==> config.mk <==
export PLATFORM = sky130hd
export DESIGN_NAME = sram_port_arbiter_flat
export DESIGN_NICKNAME = d
export VERILOG_FILES = /design/src/rtl/sram_port_arbiter_pkg.sv /design/src/rtl/sram_port_arbiter_if.sv /design/src/rtl/rr_pick.sv /design/src/rtl/sram_port_arbiter.sv /design/src/flat_wrapper.sv
export SDC_FILE = /design/constraint.sdc
export NUM_CORES = 1
export LEC_CHECK = 0
export CAP_MARGIN = 10
export CORE_ASPECT_RATIO = 1.2
export CORE_UTILIZATION = 45
export CTS_BUF_LIST = sky130_fd_sc_hd__clkbuf_2 sky130_fd_sc_hd__clkbuf_4 sky130_fd_sc_hd__clkbuf_8
export CTS_CLUSTER_SIZE = 25
export DETAILED_ROUTE_END_ITERATION = 10
export PLACE_DENSITY_LB_ADDON = 0.15
export SETUP_SLACK_MARGIN = 0.2
export SLEW_MARGIN = 20
export SYNTH_ARGS = -nofsm -noshare
export SYNTH_HDL_FRONTEND = slang
export SYNTH_SLANG_ARGS = --single-unit
export TNS_END_PERCENT = 100
==> constraint.sdc <==
create_clock -name i_clk -period 4.8 [get_ports i_clk]
set_input_delay 1.44 -clock i_clk [delete_from_list [all_inputs] [get_ports i_clk]]
set_output_delay 1.44 -clock i_clk [all_outputs]
set_load 0.05 [all_outputs]
==> src/rtl/sram_port_arbiter_pkg.sv <==
// Shared types and defaults for the SRAM port arbiter and its requesters.
// AW/DW defaults must stay aligned with SRAM_Controller.
package sram_port_arbiter_pkg;

    typedef enum logic [1:0] {IDLE, ISSUE, RESP} arb_state_t;

    localparam int REQ_CAPTURE  = 0;
    localparam int REQ_RESAMPLE = 1;
    localparam int REQ_SIM      = 2;

    localparam int N_REQ_DEF   = 3;
    localparam int AW_DEF      = 20;
    localparam int DW_DEF      = 16;
    localparam int TIMEOUT_DEF = 255;
    localparam int OWNER_W     = 2;

endpackage

==> src/rtl/sram_port_arbiter_if.sv <==
// Requester and controller-side signals of the SRAM port arbiter.
// The arbiter uses the slave view; whoever drives requests and the controller uses master.
interface sram_port_arbiter_if
    import sram_port_arbiter_pkg::*;
#(
    parameter int N_REQ = N_REQ_DEF,
    parameter int AW    = AW_DEF,
    parameter int DW    = DW_DEF
);
    logic [N_REQ-1:0]    i_req;
    logic [N_REQ-1:0]    i_wr;
    logic [N_REQ-1:0]    i_lock;
    logic [N_REQ*AW-1:0] i_addr;
    logic [N_REQ*DW-1:0] i_wdata;
    logic [N_REQ-1:0]    o_ack;
    logic [N_REQ-1:0]    o_err;
    logic [DW-1:0]       o_rdata;
    logic                o_mem_req;
    logic                o_mem_wr;
    logic [AW-1:0]       o_mem_addr;
    logic [DW-1:0]       o_mem_wdata;
    logic                i_mem_wait;
    logic [DW-1:0]       i_mem_rdata;
    logic                o_busy;
    logic [OWNER_W-1:0]  o_owner;

    modport slave (
        input  i_req, i_wr, i_lock, i_addr, i_wdata, i_mem_wait, i_mem_rdata,
        output o_ack, o_err, o_rdata, o_mem_req, o_mem_wr, o_mem_addr, o_mem_wdata,
               o_busy, o_owner
    );

    modport master (
        output i_req, i_wr, i_lock, i_addr, i_wdata, i_mem_wait, i_mem_rdata,
        input  o_ack, o_err, o_rdata, o_mem_req, o_mem_wr, o_mem_addr, o_mem_wdata,
               o_busy, o_owner
    );
endinterface

==> src/rtl/rr_pick.sv <==
// Combinational round-robin picker: first asserted request at or after ptr, wrapping.
module rr_pick
#(
    parameter int N_REQ = 3,
    parameter int IDX_W = (N_REQ > 1) ? $clog2(N_REQ) : 1
) (
    input  logic [N_REQ-1:0] req,
    input  logic [IDX_W-1:0] ptr,
    output logic [IDX_W-1:0] idx,
    output logic             found
);
    // Rotating a doubled copy puts requester ptr at bit 0.
    logic [2*N_REQ-1:0] dbl;
    assign dbl = {req, req} >> ptr;

    always_comb begin
        found = 1'b0;
        idx   = '0;
        for (int off = N_REQ - 1; off >= 0; off--) begin
            if (dbl[off]) begin
                found = 1'b1;
                idx   = IDX_W'((int'(ptr) + off) % N_REQ);
            end
        end
    end
endmodule

==> src/rtl/sram_port_arbiter.sv <==
// Round-robin arbiter sharing the SRAM_Controller core port between the gesture requesters.
// One transaction in flight; stalled accesses abort after TIMEOUT wait cycles.
module sram_port_arbiter
    import sram_port_arbiter_pkg::*;
#(
    parameter int N_REQ   = N_REQ_DEF,
    parameter int AW      = AW_DEF,
    parameter int DW      = DW_DEF,
    parameter int TIMEOUT = TIMEOUT_DEF
) (
    input  logic                i_clk,
    input  logic                i_rst_n,
    sram_port_arbiter_if.slave  bus
);
    localparam int IDX_W = (N_REQ > 1) ? $clog2(N_REQ) : 1;
    localparam int CNT_W = $clog2(TIMEOUT + 1);
    localparam logic [CNT_W-1:0] CNT_LAST = CNT_W'(TIMEOUT - 1);
    localparam logic [CNT_W-1:0] CNT_MAX  = CNT_W'(TIMEOUT);

    arb_state_t       state;
    logic [IDX_W-1:0] ptr;
    logic [IDX_W-1:0] own;
    logic [CNT_W-1:0] stall_cnt;
    logic [IDX_W-1:0] pick_idx;
    logic             pick_found;

    rr_pick #(.N_REQ(N_REQ), .IDX_W(IDX_W)) u_pick (
        .req   (bus.i_req),
        .ptr   (ptr),
        .idx   (pick_idx),
        .found (pick_found)
    );

    always_ff @(posedge i_clk or negedge i_rst_n) begin
        if (!i_rst_n) begin
            state           <= IDLE;
            ptr             <= '0;
            own             <= '0;
            stall_cnt       <= '0;
            bus.o_ack       <= '0;
            bus.o_err       <= '0;
            bus.o_rdata     <= '0;
            bus.o_mem_req   <= 1'b0;
            bus.o_mem_wr    <= 1'b0;
            bus.o_mem_addr  <= '0;
            bus.o_mem_wdata <= '0;
            bus.o_busy      <= 1'b0;
            bus.o_owner     <= '0;
        end else begin
            bus.o_ack <= '0;
            bus.o_err <= '0;
            case (state)
                IDLE: begin
                    if (pick_found) begin
                        own             <= pick_idx;
                        bus.o_owner     <= OWNER_W'(pick_idx);
                        bus.o_mem_req   <= 1'b1;
                        bus.o_mem_wr    <= bus.i_wr[pick_idx];
                        bus.o_mem_addr  <= bus.i_addr[int'(pick_idx)*AW +: AW];
                        bus.o_mem_wdata <= bus.i_wdata[int'(pick_idx)*DW +: DW];
                        bus.o_busy      <= 1'b1;
                        stall_cnt       <= '0;
                        state           <= ISSUE;
                    end
                end
                ISSUE: begin
                    if (!bus.i_mem_wait) begin
                        bus.o_mem_req  <= 1'b0;
                        bus.o_rdata    <= bus.o_mem_wr ? '0 : bus.i_mem_rdata;
                        bus.o_ack[own] <= 1'b1;
                        state          <= RESP;
                    end else if (stall_cnt == CNT_LAST) begin
                        // This is the TIMEOUT-th stalled cycle: abandon the access.
                        bus.o_mem_req  <= 1'b0;
                        bus.o_rdata    <= '0;
                        bus.o_ack[own] <= 1'b1;
                        bus.o_err[own] <= 1'b1;
                        state          <= RESP;
                    end else if (stall_cnt != CNT_MAX) begin
                        stall_cnt <= stall_cnt + 1'b1;
                    end
                end
                RESP: begin
                    if (bus.i_lock[own])
                        ptr <= own;
                    else
                        ptr <= (int'(own) == N_REQ - 1) ? '0 : own + 1'b1;
                    bus.o_busy <= 1'b0;
                    state      <= IDLE;
                end
                default: state <= IDLE;
            endcase
        end
    end
endmodule

==> src/flat_wrapper.sv <==
// flat-port wrapper written by rule: the top's interface ports become plain ports
module sram_port_arbiter_flat import sram_port_arbiter_pkg::*;
#(
    parameter int N_REQ   = N_REQ_DEF,
    parameter int AW      = AW_DEF,
    parameter int DW      = DW_DEF,
    parameter int TIMEOUT = TIMEOUT_DEF
)
  (i_clk, i_rst_n, bus_i_req, bus_i_wr, bus_i_lock, bus_i_addr, bus_i_wdata, bus_i_mem_wait, bus_i_mem_rdata, bus_o_ack, bus_o_err, bus_o_rdata, bus_o_mem_req, bus_o_mem_wr, bus_o_mem_addr, bus_o_mem_wdata, bus_o_busy, bus_o_owner);
  sram_port_arbiter_if #(.N_REQ(N_REQ), .AW(AW), .DW(DW)) bus_i ();
  input  logic i_clk;
  input  logic i_rst_n;
  input wire logic [$bits(bus_i.i_req)-1:0] bus_i_req;
  input wire logic [$bits(bus_i.i_wr)-1:0] bus_i_wr;
  input wire logic [$bits(bus_i.i_lock)-1:0] bus_i_lock;
  input wire logic [$bits(bus_i.i_addr)-1:0] bus_i_addr;
  input wire logic [$bits(bus_i.i_wdata)-1:0] bus_i_wdata;
  input wire logic [$bits(bus_i.i_mem_wait)-1:0] bus_i_mem_wait;
  input wire logic [$bits(bus_i.i_mem_rdata)-1:0] bus_i_mem_rdata;
  output wire logic [$bits(bus_i.o_ack)-1:0] bus_o_ack;
  output wire logic [$bits(bus_i.o_err)-1:0] bus_o_err;
  output wire logic [$bits(bus_i.o_rdata)-1:0] bus_o_rdata;
  output wire logic [$bits(bus_i.o_mem_req)-1:0] bus_o_mem_req;
  output wire logic [$bits(bus_i.o_mem_wr)-1:0] bus_o_mem_wr;
  output wire logic [$bits(bus_i.o_mem_addr)-1:0] bus_o_mem_addr;
  output wire logic [$bits(bus_i.o_mem_wdata)-1:0] bus_o_mem_wdata;
  output wire logic [$bits(bus_i.o_busy)-1:0] bus_o_busy;
  output wire logic [$bits(bus_i.o_owner)-1:0] bus_o_owner;
  assign bus_i.i_req = bus_i_req;
  assign bus_i.i_wr = bus_i_wr;
  assign bus_i.i_lock = bus_i_lock;
  assign bus_i.i_addr = bus_i_addr;
  assign bus_i.i_wdata = bus_i_wdata;
  assign bus_i.i_mem_wait = bus_i_mem_wait;
  assign bus_i.i_mem_rdata = bus_i_mem_rdata;
  assign bus_o_ack = bus_i.o_ack;
  assign bus_o_err = bus_i.o_err;
  assign bus_o_rdata = bus_i.o_rdata;
  assign bus_o_mem_req = bus_i.o_mem_req;
  assign bus_o_mem_wr = bus_i.o_mem_wr;
  assign bus_o_mem_addr = bus_i.o_mem_addr;
  assign bus_o_mem_wdata = bus_i.o_mem_wdata;
  assign bus_o_busy = bus_i.o_busy;
  assign bus_o_owner = bus_i.o_owner;
  sram_port_arbiter #(.N_REQ(N_REQ), .AW(AW), .DW(DW), .TIMEOUT(TIMEOUT)) u_core (.i_clk(i_clk), .i_rst_n(i_rst_n), .bus(bus_i));
endmodule
# After elaboration in Yosys (flattened, before gate mapping)
# Cells that the tools add are included.
# classes
div,3
mul,1
shifts,3
n_mux,36
eq_ne,11
add_sub_neg,4
order_cmp,3
reduce_logical,10
# op_table
operator,count
$mod A32 B3 Y32 const B,2
$shiftx A60 B32 Y20,1
$mux W16,3
$shiftx A48 B7 Y16,1
$mod A3 B3 Y32 const B,1
$mux W8,4
$mux W2,8
$pmux W8 S2,1
$mux W3,5
$mux W1,9
$add A8 B1 Y8 const B,1
$eq A8 B8 Y1 const B,1
$ne A8 B8 Y1 const B,1
$reduce_and A2 Y1,4
$lt A2 B3 Y1 const B,2
$ne A2 B1 Y1 const B,3
$shr A6 B2 Y3,1
$mul A2 B3 Y5 const B,1
$reduce_and A5 Y1,1
$bmux W1 S2,2
$eq A2 B2 Y1 const B,2
$ne A2 B2 Y1 const B,2
$pmux W1 S2,2
$pmux W2 S2,1
other kinds (11),12
# word_totals
word_cells,83
output_inout_bits,63
ff_bits,75
input_bits,136

# Depth between registers and ports, before layout
# logic_depth
ltp_word,7
ltp_mapped,9
depth_no_buf,7

# Hierarchy
# From an unflattened synthesis, not the netlist that was laid out.
# unflattened
hier_cells,411
hier_area_um2,3921.3
# modules_own_cells
module,area_each_um2,instances,cells_per_inst
sram_port_arbiter,3677.3,1,377
rr_pick,244.0,1,34

# Least setup slack after synthesis
# Ideal clock, no wire load.
# synth_path
path_type,in2reg
from,input bus_i_req[2]
to,register u_core.bus.o_mem_wdata[6]
setup_time_ps,131
arrival_time_ps,2787
cell_stages,9
path_slack_ps,1882
cell_sequence,buf_2 > mux2_2 > mux2i_4 > nor2_1 > a41o_1 > buf_2 > buf_6 > mux2i_1 > o211ai_1
# synth_between
elab_chain_cells,5
elab_cells_between_ends,9
# synth_lines
element,line_no,source
"start, declared",flat_wrapper.sv:13,input wire logic [$bits(bus_i.i_req)-1:0] bus_i_req;
$shr A6 B2 Y3 (*),rr_pick.sv:14,"assign dbl = {req, req} >> ptr;"
$mux W2 / $mux W1 (equally long branches) (3 in a row),rr_pick.sv:20,if (dbl[off]) begin
$shiftx A48 B7 Y16 / $reduce_and A2 Y1 (equally long branches),-,
"end signal, assigned",sram_port_arbiter.sv:60,bus.o_mem_wdata <= bus.i_wdata[int'(pick_idx)*DW +: DW];
"end, declared",sram_port_arbiter_if.sv:29,"output o_ack, o_err, o_rdata, o_mem_req, o_mem_wr, o_mem_addr, o_mem_wdata,"
# Mark *: on every way between the ends. The rest lies on a longest branch, timed or not.
# A chain may end at the register's enable or synchronous reset.

# Final worst setup path
# layout_path
from,input bus_i_req[0]
to,register u_core.bus.o_mem_addr[6]
# layout_between
elab_chain_cells,6
elab_cells_between_ends,10
# layout_lines
element,line_no,source
$shr A6 B2 Y3 (*),rr_pick.sv:14,
$mux W2 (3 in a row),rr_pick.sv:20,
$mul A2 B3 Y5,sram_port_arbiter.sv:59,bus.o_mem_addr <= bus.i_addr[int'(pick_idx)*AW +: AW];
$shiftx A60 B32 Y20,sram_port_arbiter.sv:59,
"end signal, assigned",sram_port_arbiter.sv:59,
"end, declared",sram_port_arbiter_if.sv:29,
# Marks and branches as above.

==> results by group <==
Clock network
  • Clk Latency, worst-skew pair: 0.34 ns
  • Post-cts gate resize count: 0
  • H-tree levels: 3
  • CTS Hold Bufs: 0
  • CTS Buf Count: 9
  • Max Buffers Root-to-Sink: 2
  • TritonCTS clock tree: yes
  • Setup Fix Bufs, Post-CTS: 0
  • CTS clk-pin slew, worst paths: 0.07 ns
  • Root cell of the clock tree: clkbuf_8
  • Clock Sink Count: 75

Run
  • Max Cap Viol: 0

Timing
  • Setup TNS: 0 ns
  • Final Skew: 0.01062 ns
  • Final Hold Viols: 0
  • Final setup vio count: 0
  • Post-route minimum period: 3.569 ns
  • Slew @ Worst Pin: 0.9250 ns
  • Fmax: 280.2 MHz
  • Fin crit share: 74.35%
  • Min setup slack post-route: 1.231 ns
  • Slew Viols, Final: 0
  • RSZ-0062 raised after global routing: no
  • Slew Limit Headroom: 38.00%

Final layout
  • Ratio of cells with drive above 1 in the final layout: 5.769%
  • Antenna fix cells: 0
  • Nets: 708
  • Synthesis-to-finish area growth: 57.70%
  • Post-Layout Cell Count: 686
  • Most frequent cells in the layout: clkdlybuf4s50_1, dfrtp_1, nand2_1, o211ai_1, mux2i_1
  • Most common cell after layout, fill and taps aside: clkdlybuf4s50_1
  • Post-Layout Inst Area: 6172 um^2

Floorplan
  • Die width: 87.14 um
  • Site Rows: 36
  • Initial Util: 47.22%
  • Die area: 9076 um^2
  • IO Pins: 199
  • Core Area: 8288 um^2
  • Die H: 104.2 um

Synth
  • YS warnings: 0
  • Distinct cells, synth: 40
  • Mapped Area: 3914 um^2
  • Post-Syn Nets: 522
  • Post-synthesis sequential element count: 75
  • Post-synthesis sequential area ratio: 47.95%
  • Average size of a mapped cell: 10.25 um^2
  • Cells after Synth: 382

Detailed routing
  • Via density per instance: 5.471
  • Drt first pass iters: 4
  • ANT nets after route: 0
  • WL/cell: 16.07 um
  • Initial DRC Count: 198
  • Final wirelength: 11.03 mm
  • Via count: 3,753
  • Number of remaining DRC errors: 0

GRT
  • Overall global routing resource usage: 25.51%
  • GR peak layer: met2
  • Largest net degree at the start of global routing: 76
  • GRT overflow: 0
  • Met2 GRT Util: 43.87%
  • Met1 Use GR: 28.62%
  • GR Util met3: 8.333%
  • First-pass GRT wire length: 18.05 mm
  • Vias in the first global route: 3,808
  • Initial antenna violation count: 0

Place
  • DP Area: 5938 um^2
  • DPL Wire Length: 8.101 mm
  • Port Buffers: 198
  • Dpl ws: 0.8686 ns
  • Placed Cells: 671
  • Routability cong.: 0.8714

Setup path
  • WP data required: 5.00 ns
  • Reg2reg start: u_core.ptr[0]
  • FF-to-FF End: u_core.bus.o_mem_addr[6]
  • WP data arrival: 3.77 ns
  • CP Launch Type: primary input
  • Crit path capture type: register
  • Setup CP Type: primary input to register
  • FF-to-FF path depth: 8
  • Setup slack, reg-to-reg: 2.23 ns
  • Max Fanout on Critical Path: 29

Power and ir drop
  • Lkg Pwr: 2.589 nW
  • Power Total: 4.275 mW
  • VDD IR-drop max: 415.7 uV
  • Pwr dens: 692.6 nW/um^2

Worst hold path
  • Hold WC Path Type: register to register
  • Min-delay src: u_core.bus.o_busy
  • Hold Crit Endpoint: u_core.bus.o_busy
  • Cells on Worst Hold Path: 2

Run status
  • Status: completed
[worst max-delay path, stage by stage]
cell             delay, ns
clkdlybuf4s50_1       0.58
inv_1                 0.10
o311ai_1              0.35
nand3_1               0.19
a41oi_4               0.23
buf_4                 0.26
nand2b_1              0.14
buf_4                 0.31
o211ai_1              0.15
[where the power goes]
| group | switching [mW] | internal [mW] | total, mW |
|---|---|---|---|
| registers | 0.166 | 0.880 | 1.05 |
| clock network | 0.225 | 0.348 | 0.573 |
| logic | 1.68 | 0.971 | 2.66 |
| total | 2.08 | 2.20 | 4.27 |
[stage by stage]
stage | util, % | hold slack, ns
after detailed placement | 71.65 | 0.4753
after global routing | 74.47 | 0.5186
after CTS | 74.47 | 0.4930
after global placement | 71.65 | 0.4576
after floorplan | - | 0.4770
final | 74.47 | 0.4905
[how the worst max path moves through the flow]
stage	startpoint	to	cells after the start
2_1_floorplan	bus_i_req[2]	u_core.bus.o_mem_wdata[6]	9
3_3_place_gp	bus_i_req[0]	u_core.bus.o_mem_addr[10]	9
3_5_place_dp	bus_i_req[0]	u_core.bus.o_mem_addr[19]	9
4_1_cts	bus_i_req[0]	u_core.bus.o_mem_addr[19]	9
5_1_grt	bus_i_req[0]	u_core.bus.o_mem_addr[4]	9
6_report	bus_i_req[0]	u_core.bus.o_mem_addr[6]	9
[area by class of cell]
class                   instances  area, um^2
multi-input cells             269        1848
inverters                       9       33.78
clock inverters                 5       102.6
repair buffers                204        2037
fillers                       640        2116
well taps                     114       142.6
flip-flops and latches         75        1877
clock buffers                  10       131.4
[cells in the mapped netlist (all sizes together)]
library cell	instances	area [um^2]
dfrtp	75	1877
nand2	59	224.0
o211ai	47	352.8
mux2i	39	402.9
nand4	30	187.7
a22o	16	140.1
clkbuf	15	56.30
buf	14	122.6
nor2	13	48.80
inv	9	33.78
o21ai	9	45.04
nand2b	7	43.79
nand3	7	35.03
nor3	6	30.03
a21oi	4	20.02
ha	4	50.05
mux2	3	33.78
o31ai	3	22.52
a21o	2	15.01
o2111ai	2	17.52
or2	2	12.51
or3	2	12.51
xor2	2	17.52
a21boi	1	11.26
a41o	1	10.01
a41oi	1	16.27
and3	1	6.260
and4	1	8.760
nand3b	1	7.510
o221ai	1	8.760
o22a	1	8.760
o311ai	1	8.760
o32ai	1	8.760
or3b	1	8.760
xnor2	1	8.760
[cells by family after synthesis]
| logic type | count (synthesis) | share of synthesized area (%) |
|---|---|---|
| compound gates | 90 | 17.52 |
| xor+xnor | 3 | 0.6715 |
| fa+ha+maj | 4 | 1.279 |
| buf+inv | 38 | 5.435 |
| flops | 75 | 47.95 |
| mux | 42 | 11.16 |
| simple gates | 130 | 15.98 |
[per-layer routing]
layer / part of all wire, % / wire (um) / up-vias
met5: 0 / 0 / -
met4: 2.5 / 273 / 0
met3: 8.8 / 970 / 20
met2: 51 / 5647 / 168
met1: 38 / 4135 / 1779
li1: - / - / 1786
[sequential cells by signal, indices dropped and copies added (netlist names)]
register / cells
u_core.bus.o_mem_wdata: 16
u_core.bus.o_err: 3
u_core.bus.o_mem_addr: 20
u_core.bus.o_mem_req: 1
u_core.bus.o_busy: 1
u_core.bus.o_rdata: 16
u_core.bus.o_mem_wr: 1
u_core.state: 2
u_core.bus.o_ack: 3
u_core.ptr: 2
u_core.stall_cnt: 8
u_core.bus.o_owner: 2
No activity file was read; power rests on OpenSTA's default activity.
==> edit, RTL diff (config.mk and constraints unchanged) <==
The package constant `DW_DEF` goes from 16 to 18.
--- a/src/rtl/sram_port_arbiter_pkg.sv
+++ b/src/rtl/sram_port_arbiter_pkg.sv
@@ -10,7 +10,7 @@
 
     localparam int N_REQ_DEF   = 3;
     localparam int AW_DEF      = 20;
-    localparam int DW_DEF      = 16;
+    localparam int DW_DEF      = 18;
     localparam int TIMEOUT_DEF = 255;
     localparam int OWNER_W     = 2;
 
Ports: changed (resized bus_i_mem_rdata, bus_i_wdata, bus_o_mem_wdata and bus_o_rdata); port bits go from 199 to 211. No check against the original RTL was run, so the function may have changed too.
==> edit against the original RTL <==
Register-to-register slack got worse by 780 ps. Wire length rose by 71%. Cell area rose by 27%. Worst setup slack got worse by 340 ps. Count of clock-buffer cells in the layout fell by 1. Power rose by 27%. Sequential cell count rose by 4. First-iteration DRC count rose to 2.9 times the old value. Via count rose by 62%. Area after synthesis rose by 41%. Clock power rose by 1%. Critical path depth fell by 2. Clock skew rose by 8.1 ps. Highest routed layer unchanged.
==> edit: results (changes against the original RTL) <==
[synth]
synth_cell_type_count=50  ; +25%
ys_seq_area_frac=0.3576  ; -0.1219
synth_nets=783  ; +50%
synth_area_leaders=dfrtp_1 36%, a2111oi_0 6.2%, o2111ai_1 6.2%, a211oi_1 5.3%, a21boi_0 5.3%
synth_cells=635  ; +66%

[status]
status=finished clean

[placement]
io_buffers=210  ; +6.1%
dp.cells=946  ; +41%
dp_slack_ps=557.9  ; -310.7 ps
dpl_cell_area_sq_um=7629  ; +28%

[setup_path]
arrival_ps=4180  ; +410 ps
setup.worst_path.end=u_core.bus.o_mem_addr[12]
critPathMaxFanout=26  ; -10%
critPathMaxStageDelay_ps=610  ; +30 ps

[global_routing]
grt_max_degree=80  ; +5.3%
grtUsageMet3=0.04692  ; -0.03641
grt_pass1_wl_microns=29410  ; +63%
gr-usage-met2=0.4971  ; +0.05839

[clock_tree]
clk_latency_ps=370  ; +30 ps

[power]
p_leak_nw=3.131  ; +21%
comb-power_mw=3.72  ; +40%
netSwitchingPower_mw=2.983  ; +44%
powerDensity_nw_per_um2=690.8  ; -0.26%

[timing]
whs_ps=484.1  ; -6.358 ps

[final_layout]
drive_gt1_frac=0.05993  ; +0.002233
nNetsFinal=944  ; +33%
top_regs=u_core.bus.o_mem_addr x20, u_core.bus.o_mem_wdata x18, u_core.bus.o_rdata x18

[routing]
via_per_inst=6.332  ; +16%
wl_met2_microns=9233  ; +64%
drt_iter0_drc=566  ; +190%
first_pass_iters=7  ; +3
wl_per_cell_microns=19.58  ; +22%

[edit: changes by cell type after synthesis, sizes merged, moves of 36 or more]
cell / delta
inv: +39
o2111ai: +37
clkbuf: +39
and3: +39
nor3: +36
a211oi: +40
a21boi: +38
a2111oi: +39
[edit: logic make-up after synthesis]
| logic type | synth area share |
|---|---|
| adders and majority gates | 0.009054 |
| buffers and inverters | 0.09982 |
| muxes | 0.01381 |
| and+or+nand+nor | 0.1643 |
| AOI/OAI and AO/OA | 0.3538 |
| xor gates and xnor gates | 0.001585 |
| DFF | 0.3576 |
[edit: final cells by class]
class | instances | area (sq um)
Tap cell | 161 | 201.4
Multi-Input combinational cell | 431 | 3043
Clock buffer | 9 | 123.9
Inverter | 48 | 180.2
Sequential cell | 79 | 1977
Clock inverter | 7 | 103.9
Fill cell | 983 | 4197
Timing Repair Buffer | 227 | 2231
